File: config.mk
export PLATFORM = sky130hd
export DESIGN_NAME = mire_writer
export DESIGN_NICKNAME = d
export VERILOG_FILES = /design/src/rtl/video_pkg.sv /design/src/rtl/mire_color.sv /design/src/rtl/mire_writer.sv
export SDC_FILE = /design/constraint.sdc
export NUM_CORES = 1
export LEC_CHECK = 0
export ABC_AREA = 1
export BUFFER_PORTS_ARGS = -buffer_cell sky130_fd_sc_hd__buf_2
export CORE_AREA = 2 2 76 78
export CTS_BUF_LIST = sky130_fd_sc_hd__clkbuf_4 sky130_fd_sc_hd__clkbuf_8
export DETAILED_ROUTE_END_ITERATION = 8
export DIE_AREA = 0 0 78 80
export PLACE_DENSITY = 0.87
export SKIP_CTS_REPAIR_TIMING = 1
export SLEW_MARGIN = 20
export SYNTH_ARGS = -nofsm -noshare
export SYNTH_HDL_FRONTEND = slang
export SYNTH_SLANG_ARGS = --single-unit
File: constraint.sdc
create_clock -name wshb_clk -period 3.4 [get_ports wshb_clk]
set_clock_uncertainty 0.05 [all_clocks]
set_input_delay 0.17 -clock wshb_clk [delete_from_list [all_inputs] [get_ports wshb_clk]]
set_output_delay 0.17 -clock wshb_clk [all_outputs]
set_load 0.05 [all_outputs]
File: src/rtl/video_pkg.sv
// Shared video types: test-pattern select, writer FSM states and bar colours.
package video_pkg;

    typedef enum logic [1:0] {
        PAT_CHECKER  = 2'd0,
        PAT_GRADIENT = 2'd1,
        PAT_BARS     = 2'd2,
        PAT_WHITE    = 2'd3
    } pattern_t;

    typedef enum logic [1:0] {
        ST_IDLE    = 2'd0,
        ST_WRITE   = 2'd1,
        ST_RELEASE = 2'd2
    } state_t;

    localparam logic [23:0] COL_WHITE   = 24'hFFFFFF;
    localparam logic [23:0] COL_YELLOW  = 24'hFFFF00;
    localparam logic [23:0] COL_CYAN    = 24'h00FFFF;
    localparam logic [23:0] COL_GREEN   = 24'h00FF00;
    localparam logic [23:0] COL_MAGENTA = 24'hFF00FF;
    localparam logic [23:0] COL_RED     = 24'hFF0000;
    localparam logic [23:0] COL_BLUE    = 24'h0000FF;
    localparam logic [23:0] COL_BLACK   = 24'h000000;

    // Colour of vertical bar 0..7, left to right.
    function automatic logic [23:0] bar_color(input logic [2:0] bar);
        case (bar)
            3'd0:    return COL_WHITE;
            3'd1:    return COL_YELLOW;
            3'd2:    return COL_CYAN;
            3'd3:    return COL_GREEN;
            3'd4:    return COL_MAGENTA;
            3'd5:    return COL_RED;
            3'd6:    return COL_BLUE;
            default: return COL_BLACK;
        endcase
    endfunction

endpackage

File: src/rtl/mire_color.sv
// Combinational pixel colour generator: pattern select and (x, y) -> 24-bit RGB.
module mire_color
    import video_pkg::*;
#(
    parameter int HDISP = 800,
    parameter int XW    = 10,
    parameter int YW    = 9
) (
    input  logic [1:0]    pattern,
    input  logic [XW-1:0] x,
    input  logic [YW-1:0] y,
    output logic [23:0]   rgb
);

    localparam int BAR_W = (HDISP >= 8) ? HDISP / 8 : 1;

    logic [31:0] bar_num;

    // Select the colour of the current pixel from the latched pattern.
    always_comb begin
        bar_num = 32'(x) / BAR_W;
        rgb     = COL_BLACK;
        case (pattern_t'(pattern))
            PAT_CHECKER:  rgb = ((((32'(x) ^ 32'(y)) >> 4) & 32'd1) != 32'd0) ? COL_WHITE : COL_BLACK;
            PAT_GRADIENT: rgb = {3{8'(x)}};
            PAT_BARS:     rgb = bar_color((bar_num > 32'd7) ? 3'd7 : 3'(bar_num));
            PAT_WHITE:    rgb = COL_WHITE;
            default:      rgb = COL_WHITE;
        endcase
    end

endmodule

File: src/rtl/mire_writer.sv
// Test-pattern frame writer: streams one frame of pixels to a Wishbone slave,
// dropping the bus for one cycle every BURST acks and at frame end.
//
// state      | meaning
// -----------+----------------------------------------------------------
// ST_IDLE    | bus released, waiting for start or continuous
// ST_WRITE   | cyc/stb asserted, current pixel held until ack
// ST_RELEASE | one-cycle bus release after a burst or between frames
module mire_writer
    import video_pkg::*;
#(
    parameter int HDISP = 800,
    parameter int VDISP = 480,
    parameter int BURST = 64
) (
    input  logic        wshb_clk,
    input  logic        wshb_rst_n,
    input  logic        start,
    input  logic        continuous,
    input  logic [1:0]  pattern,
    output logic        wshb_cyc,
    output logic        wshb_stb,
    output logic        wshb_we,
    output logic [3:0]  wshb_sel,
    output logic [2:0]  wshb_cti,
    output logic [1:0]  wshb_bte,
    output logic [31:0] wshb_adr,
    output logic [31:0] wshb_dat_ms,
    input  logic        wshb_ack,
    output logic        busy,
    output logic        frame_done
);

    localparam int XW = $clog2(HDISP);
    localparam int YW = $clog2(VDISP);
    localparam int IW = $clog2(HDISP * VDISP);
    localparam int BW = $clog2(BURST + 1);

    localparam logic [XW-1:0] X_LAST = XW'(HDISP - 1);
    localparam logic [IW-1:0] I_LAST = IW'(HDISP * VDISP - 1);
    localparam logic [BW-1:0] B_LAST = BW'(BURST - 1);

    state_t          state_q, state_d;
    pattern_t        pat_q;
    logic [XW-1:0]   x_q;
    logic [YW-1:0]   y_q;
    logic [IW-1:0]   idx_q;
    logic [BW-1:0]   burst_q;
    logic [23:0]     rgb;
    logic            last_px;
    logic            burst_end;

    assign last_px   = (idx_q == I_LAST);
    assign burst_end = (burst_q == B_LAST);

    // State register.
    always_ff @(posedge wshb_clk) begin
        if (!wshb_rst_n) state_q <= ST_IDLE;
        else             state_q <= state_d;
    end

    // Next state and bus/status outputs; frame-end takes priority over burst-end.
    always_comb begin
        state_d    = state_q;
        wshb_cyc   = 1'b0;
        wshb_stb   = 1'b0;
        busy       = 1'b1;
        frame_done = 1'b0;
        case (state_q)
            ST_IDLE: begin
                busy = 1'b0;
                if (start || continuous) state_d = ST_WRITE;
            end
            ST_WRITE: begin
                wshb_cyc = 1'b1;
                wshb_stb = 1'b1;
                if (wshb_ack) begin
                    if (last_px) begin
                        frame_done = wshb_rst_n;
                        state_d    = continuous ? ST_RELEASE : ST_IDLE;
                    end else if (burst_end) begin
                        state_d = ST_RELEASE;
                    end
                end
            end
            ST_RELEASE: state_d = ST_WRITE;
            default:    state_d = ST_IDLE;
        endcase
    end

    // Pixel position, burst counter and pattern latch; index 0 in RELEASE means a frame restart.
    always_ff @(posedge wshb_clk) begin
        if (!wshb_rst_n) begin
            x_q     <= '0;
            y_q     <= '0;
            idx_q   <= '0;
            burst_q <= '0;
            pat_q   <= PAT_CHECKER;
        end else begin
            case (state_q)
                ST_IDLE: begin
                    if (start || continuous) pat_q <= pattern_t'(pattern);
                end
                ST_WRITE: begin
                    if (wshb_ack) begin
                        if (last_px) begin
                            x_q     <= '0;
                            y_q     <= '0;
                            idx_q   <= '0;
                            burst_q <= '0;
                        end else begin
                            idx_q   <= idx_q + IW'(1);
                            burst_q <= burst_end ? '0 : burst_q + BW'(1);
                            if (x_q == X_LAST) begin
                                x_q <= '0;
                                y_q <= y_q + YW'(1);
                            end else begin
                                x_q <= x_q + XW'(1);
                            end
                        end
                    end
                end
                ST_RELEASE: begin
                    if (idx_q == '0) pat_q <= pattern_t'(pattern);
                end
                default: ;
            endcase
        end
    end

    mire_color #(
        .HDISP (HDISP),
        .XW    (XW),
        .YW    (YW)
    ) u_color (
        .pattern (pat_q),
        .x       (x_q),
        .y       (y_q),
        .rgb     (rgb)
    );

    assign wshb_we     = 1'b1;
    assign wshb_sel    = 4'hF;
    assign wshb_cti    = 3'd0;
    assign wshb_bte    = 2'd0;
    assign wshb_adr    = 32'(idx_q) << 2;
    assign wshb_dat_ms = {8'h00, rgb};

endmodule

**After elaboration in Yosys (flattened, before gate mapping)**

Index checks and enable logic that the tools add are counted.

- Order comparisons: 1
- Eq/ne operators: 18
- $add $sub $neg: 4
- Bitwise logic cells: 1
- Reduce and logical (&&, ||, !) cells: 11
- Muxes and demuxes: 25
- Divide/modulo/power cells: 1

Operators with widths:

| cell | number |
|---|---|
| $pmux W24 S7 | 1 |
| $pmux W24 S4 | 1 |
| $div A10 B7 Y32 const B | 1 |
| $gt A32 B3 Y1 const B | 1 |
| $mux W24 | 1 |
| $mux W10 | 2 |
| $add A19 B1 Y19 const B | 1 |
| $eq A19 B19 Y1 const B | 1 |
| $logic_not A19 Y1 | 1 |
| $mux W19 | 1 |
| $mux W9 | 2 |
| $mux W2 | 7 |
| $mux W7 | 2 |
| $add A10 B1 Y10 const B | 1 |
| $eq A10 B10 Y1 const B | 1 |
| $add A9 B1 Y9 const B | 1 |
| $eq A3 B3 Y1 const B | 3 |
| $reduce_and A3 Y1 | 3 |
| $add A7 B1 Y7 const B | 1 |
| $eq A7 B6 Y1 const B | 1 |
| $eq A2 B2 Y1 const B | 3 |
| $eq A3 B2 Y1 const B | 2 |
| $ne A2 B2 Y1 const B | 3 |
| $pmux W2 S3 | 1 |
| other kinds (12) | 19 |

- Input bits: 7
- Flip-flop bits (word level): 49
- Output and inout bits: 78
- Logic and storage cells: 67

**Longest topological paths before layout**

Gate-level depths: netlist of the first run.

- Depth after elaboration: 6
- Gate-level depth with buffers: 19
- Depth with buffers taken out: 19

**By module**

From an unflattened synthesis of the first run, not the netlist that was laid out.

- Cells, all modules: 623
- Area, all modules: 3895.0 µm²

By module, submodules not included:

| module | area an instance (µm²) | times used | seq. area each (µm²) | cells an instance |
|---|---|---|---|---|
| mire_writer | 2977.9 | 1 | 980.9 | 445 |
| mire_color | 917.1 | 1 | 0.0 | 178 |

**Worst setup path before layout of the first run**

Ideal clock, no wire load.

- Path kind: register -> output
- Start point: register x_q[5]
- End point: output wshb_dat_ms[0]
- Path slack: 0.696 ns
- Cell stages (with the launch flop): 17
- Buffers on the path: 0
- Data arrival time: 2.484 ns
- Data required time: 3.180 ns
- Cells stage by stage: dfxtp_1 inv_2 nand2_1 inv_1 nor2_1 ha_1 o21ai_4 nand3_4 nand2_2 nand3_1 nor2_1 nor2_1 or2_1 nand3_1 nor2_2 nand2_4 nand4_1

- Word-level cells in the longest chain between the ends: 6
- Elaborated cells on any way between the ends: 12
- Those cells by class: div (1); order compare (1); eq/ne (6); mux (3); reduce/logical (1)

RTL lines:

| what | line | RTL |
|---|---|---|
| from (decl) | mire_writer.sv:45 | `logic [XW-1:0] x_q;` |
| from (signal assigned) | mire_writer.sv:118 | `x_q <= x_q + XW'(1);` |
| $div A10 B7 Y32 * | mire_color.sv:21 | `bar_num = 32'(x) / BAR_W;` |
| $gt A32 B3 Y1 | mire_color.sv:26 | `PAT_BARS: rgb = bar_color((bar_num > 32'd7) ? 3'd7 : 3'(bar_num));` |
| $mux W3 * | mire_color.sv:26 |  |
| $eq A3 B3 Y1 (tied with other cells) | video_pkg.sv:28 | `case (bar)` |
| $pmux W24 S7 * | video_pkg.sv:28 |  |
| $pmux W24 S4 * | mire_color.sv:23 | `case (pattern_t'(pattern))` |
| to (decl) | mire_writer.sv:28 | `output logic [31:0] wshb_dat_ms,` |

Every way passes the cells marked *; elsewhere a longest branch is shown, timed or not.

**Worst setup path after layout of the first run**

- Start point: register x_q[5]
- End point: output wshb_dat_ms[1]

Same word-level chain as after synthesis.

==> out/metrics.cfg, run 1 <==
[pwr]
p_per_area_mw_per_mm2=370
netSwitchingFraction=0.393
internal-power_w=0.000775
pwr-share-clk=0.270
power_frac_comb=0.305
peakVddDrop_mv=0.334
power_switching_w=0.000501
power.leakage_nw=1.66
pwr-share-seq=0.425
p_total_w=0.00128

[floorplanning]
num_rows=27
dieArea_mm2=0.00624
io_pins=85
chipWidth_um=78
die_y_um=80
start_util=0.578
core-area_mm2=0.00541

[route]
drt-initial-drc-count=185
drt_wl_total_mm=7.24
routed_via_density=5.30
wl_per_cell_um=12.5
drtPass1Iterations=4
vias=3076
postRouteAntennaNets=0
drcViolationCount=0

[worst_setup_path]
cp_slowest_cell=dfxtp_1
reg2reg_depth=15
reg2reg_to=idx_q[17]
critical_path.endpoint_type=output port
cpMostUsedCell=nand2_2
r2r_slack_ns=0.96
cp_num_buf_inv=3
path_class=flip-flop to output port
worstPathMaxFanout=8
critPathRequiredTime_ns=3.18
r2r-start=state_q[0]
worst_setup_path_start_kind=flip-flop
crit_chain=inv_2 -> nand2_1 -> inv_1 -> nor2_1 -> ha_1 -> o21ai_4 -> nand3_4 -> nand2_2 -> nand4_2 -> nand2_2 -> nand3_2 -> nand2_1 -> nand2_2 -> nor2_4 -> nand2_4 -> nand4_1 -> buf_4
critical-path-max-stage-delay_ns=0.40
cp.arrival_ns=2.95
crit_family=simple AND/OR/NAND/NOR gates
setup.worst_path.start=x_q[5]

[min_path]
holdCritPathClass=input port to flip-flop
hold_depth=3
hold_end=pat_q[0]
hp-start=pattern[0]

[synthesis]
seq_area_frac_synth=0.288
syn_area_mm2=0.00312
synth_area_leader_cell=dfxtp_1
synth_flop_cell=dfxtp_1
synth_edf_count=0
yosysWarnings=0
synthTopCellsByArea=dfxtp_1 29%, nand2_1 8.1%, buf_4 7.9%, inv_1 6.5%, nand3_1 6.3%
ys_types=42
async_reset_ff_frac=0
ys_ff_latch=45
synth_top_cell_area_share=0.288
synthesis.instances=455
syn_avg_cell_area_um2=6.86

[cells_and_area]
fillCellCount=505
final_common_cell=nand2_1
nNetsFinal=522
layout.cells.non_filler=580
final_util=0.638
final_area_mm2=0.00345
drive_gt1_frac=0.203
layout_common_cells=67 x nand2_1, 53 x inv_1, 46 x nor2_1
diodes=0
areaGrowthSynthToFinish_pct=10.5

[clock_tree]
cts_buffers=5
cts_sinks=45
tritoncts=done
clk_pin_slew_ns=0.08
htreeDepth=2
root_buffer=clkbuf_8
clock_latency_ns=0.30
clockBufferDepth=2

[sta]
relSlewSlack=0.446
final.period_utilization=0.932
final-max-slew-violation-count=0
period_needed_ns=3.17
hold_slack_ns=0.0911
max_freq_ghz=0.316
setup_viol_count_final=0
worst_pin_slew_ns=0.828
hold_viol_final=0

[grt]
antenna_found_initial=0
grtUsageTotal=0.235
grt_pass1_wl_mm=12.2
grt_max_degree=25
grt_remaining_overflow=0
grt_pass1_vias=2913

[placed_design]
gp_congestion=0.924
portBuffers=53
placed_cell_area_mm2=0.00334
dp_hpwl_mm=5.63
dp_cells=573

[run]
cap_viol_max_count=0

[run_status]
status=completed

[worst max path at each step]
stage / to / slack, ns / depth (start not counted)
CTS: wshb_dat_ms[7] / 0.17 / 17
floorplan: wshb_dat_ms[0] / 0.70 / 16
detailed placement: wshb_dat_ms[7] / 0.51 / 17
global route: wshb_dat_ms[1] / -0.03 / 19
global placement: wshb_dat_ms[0] / 0.64 / 17
finish: wshb_dat_ms[1] / 0.23 / 17
[power by group through the flow]
stage | Clock, W | Combinational, W | Sequential, W
2_1_floorplan | 0 | 0.000332 | 0.000559
3_3_place_gp | 0 | 0.000374 | 0.000554
3_5_place_dp | 0 | 0.000378 | 0.000555
4_1_cts | 0.000348 | 0.000379 | 0.000542
5_1_grt | 0.000367 | 0.000410 | 0.000544
6_report | 0.000344 | 0.000389 | 0.000542
[layout make-up]
class,count,area (um2),area share
Inverter,61,230,0.0667
Clock buffer,7,90.1,0.0261
Sequential cell,45,902,0.262
Timing Repair Buffer,55,303,0.0878
Multi-Input combinational cell,340,1830,0.532
Tap cell,72,90.1,0.0261
[routing by layer]
layer  routed length [um]  global-route usage  up-vias
met1                 3030               0.275     1419
met4                  102              0.0825        0
met5                    0                   0        -
met2                 3770               0.437       91
li1                     -                   -     1556
met3                  340              0.0339       10
[worst register-to-register path, stage by stage, from the launching register on]
cell and delay (ns):
dfxtp_1 0.36, inv_2 0.08, nor2_4 0.15, nand2_2 0.16, inv_2 0.19, nand2_1 0.10, nor2_1 0.18, nand2_1 0.07
inv_1 0.08, nand4_1 0.09, nor3_2 0.25, nand3_1 0.17, nor2_1 0.15, nand2_1 0.09, o21ai_1 0.12, a21oi_1 0.05
[logic make-up after synthesis]
| family | count (synthesis) | synth area share |
|---|---|---|
| simple gates | 238 | 0.391 |
| buf+inv | 99 | 0.159 |
| flops | 45 | 0.288 |
| fa+ha+maj | 7 | 0.0280 |
| compound gates | 53 | 0.0998 |
| other cells | 2 | 0.00240 |
| xor+xnor | 11 | 0.0309 |
[state kept, by name, indices dropped and copies added, names as in the netlist]
name	flops
burst_q	7
idx_q	19
pat_q	2
state_q	2
x_q	10
y_q	5
[synthesized netlist by cell type, drive strengths merged, types with 2 or more instances]
cell,number
a211oi,3
a21o,2
a21oi,22
a31oi,2
buf,34
clkbuf,4
conb,2
dfxtp,45
ha,7
inv,60
nand2,80
nand3,42
nand4,27
nor2,54
nor3,20
nor3b,5
nor4,7
o21a,4
o21ai,17
xnor2,2
xor2,9
[stage by stage]
stage | setup WS (ns) | setup TNS, ns
finish | 0.231 | 0
global route | -0.0260 | -0.0397
detailed placement | 0.507 | 0
CTS | 0.166 | 0
global placement | 0.640 | 0
floorplan | 0.696 | 0
Power figures use the tool's default switching activity.
==> run 2: changes to the inputs <==
==> constraint.sdc (replaced) <==
create_clock -name wshb_clk -period 3.4 [get_ports wshb_clk]
set_clock_uncertainty 0.05 [all_clocks]
set_input_delay 0.17 -clock wshb_clk [delete_from_list [all_inputs] [get_ports wshb_clk]]
set_output_delay 0.17 -clock wshb_clk [all_outputs]
set_load 0.01 [all_outputs]
==> out/metrics.cfg, run 2 (synthesis gave the netlist of run 1 again) <==
[run_status]
status=completed

[cells_and_area]
areaGrowthSynthToFinish_pct=9.58
layout_common_cells=67 x nand2_1, 54 x inv_1, 53 x buf_2
largest_reg_flops=19
largestRegisters=idx_q x19, x_q x10, burst_q x7
drive_gt1_frac=0.200
multiInputGateArea_mm2=0.00183
ff_latch_area_um2=901
diodes=0
nNetsFinal=522
final_common_cell=nand2_1
fillCellCount=498
largest-register=idx_q

[sta]
max_freq_ghz=0.318
final.setup.tns_ns=0
rsz0062_at_grt=no
setup_viol_count_final=0
worst_pin_slew_ns=0.863
period_needed_ns=3.15
hold_slack_ns=0.104
final.period_utilization=0.926
relSlewSlack=0.423
hold_viol_final=0
final-max-slew-violation-count=0

[placed_design]
gp_congestion=0.902
portBuffers=53
dp_hpwl_mm=5.51

[route]
routed_via_density=5.19
wl_met2_mm=3.48
drt-initial-drc-count=161
postRouteAntennaNets=0
wl_met3_um=328
top_layer=met4
vias=3017
wl_met1_mm=2.97
drcViolationCount=0
drt_wl_total_mm=6.88
wl_per_cell_um=11.8
drtPass1Iterations=4

[min_path]
holdCritPathClass=input port to flip-flop
hold_depth=3

[grt]
antenna_found_initial=0
grt_remaining_overflow=0
grt_pass1_vias=2652
grtUsageTotal=0.225
grt_pass1_wl_mm=11.5
grt_max_degree=25

[worst_setup_path]
reg2reg_depth=13
setup.worst_path.start=x_q[6]
reg2reg_to=idx_q[18]
critical-path-max-stage-delay_ns=0.47
worst_setup_path_start_kind=flip-flop
cp_slowest_cell=dfxtp_1
critical_path.endpoint_type=output port
crit_chain=nor2_1 -> nand2_1 -> inv_1 -> nor2_1 -> ha_1 -> o21ai_4 -> nand3_4 -> nand2_2 -> nand4_2 -> nand2_2 -> nand3_2 -> nand2_1 -> nand2_2 -> nor2_4 -> nand2_4 -> nand4_1 -> buf_2
crit_family=simple AND/OR/NAND/NOR gates
worstPathMaxFanout=8
cpMostUsedCell=nand2_2
cp-endpoint=wshb_dat_ms[4]
critPathRequiredTime_ns=3.18
cp_num_buf_inv=2
worst-path-stages=17
r2r-start=idx_q[0]
cp.arrival_ns=2.93
path_class=flip-flop to output port
r2r_slack_ns=1.01

[floorplanning]
core-area_mm2=0.00541
num_rows=27
die_y_um=80
chipWidth_um=78
dieArea_mm2=0.00624
io_pins=85
start_util=0.578

[clock_tree]
clockBufferDepth=2
cts_buffers=5
cts_sinks=45
clk_pin_slew_ns=0.08
tritoncts=done
clock_latency_ns=0.30
root_buffer=clkbuf_8
htreeDepth=2

[pwr]
power.leakage_nw=1.66
peakVddDrop_mv=0.273
p_total_w=0.00105
p_per_area_mw_per_mm2=306

[run]
cap_viol_max_count=0

## run 2: changes by cell type in the layout (fill, tap and decap cells not counted), sizes merged
cell      previous run  this run
clkbuf               8         5
buf                 54        55
clkinv               1         3
clkinvlp             0         1
## run 2: final cells by class
type                       instances  share of cell area
clock buffer                       5              0.0201
tap                               72              0.0263
inverter                          61              0.0673
timing repair buffer              55              0.0819
clock inverter                     3             0.00512
sequential                        45               0.263
multi-input combinational        340               0.536
## run 2: worst min-delay path by stage
stage / start / slack, ns / to
finish: pattern[0] / 0.10 / pat_q[0]
detailed placement: burst_q[6] / 0.39 / burst_q[6]
floorplan: wshb_rst_n / 0.25 / x_q[6]
global route: wshb_rst_n / 0.12 / x_q[6]
CTS: pattern[0] / 0.11 / pat_q[0]
global placement: burst_q[6] / 0.38 / burst_q[6]
## run 2: stage by stage
stage / cell area, um2 / util / setup WS [ns] / std cells
3_3_place_gp: 3340 / 0.617 / 0.787 / 573
6_report: 3420 / 0.633 / 0.251 / 581
2_1_floorplan: 3230 / - / 1.04 / 484
4_1_cts: 3420 / 0.633 / 0.256 / 581
3_5_place_dp: 3340 / 0.617 / 0.602 / 573
5_1_grt: 3420 / 0.633 / 0.0158 / 581
## run 2: report_power, final
part / switching [W] / internal, W
registers: 0.00000714 / 0.000535
logic: 0.000118 / 0.0000606
clock network: 0.000184 / 0.000142
## run 2: metal layers
metal | track usage | vias to the layer above
met5 | 0 | -
met4 | 0.0702 | 0
met3 | 0.0328 | 12
met2 | 0.410 | 84
met1 | 0.271 | 1362
li1 | - | 1559
## run 2: worst register-to-register path: stages (launching register included)
cell     delay, ns
dfxtp_1       0.40
ha_1          0.20
inv_1         0.09
nor4_4        0.26
nand2_1       0.14
nor2_2        0.19
nand3_1       0.15
nor2_1        0.11
nand2_1       0.08
nor2_2        0.16
nand3_1       0.14
nor2_2        0.14
a21oi_1       0.08
o21a_1        0.10
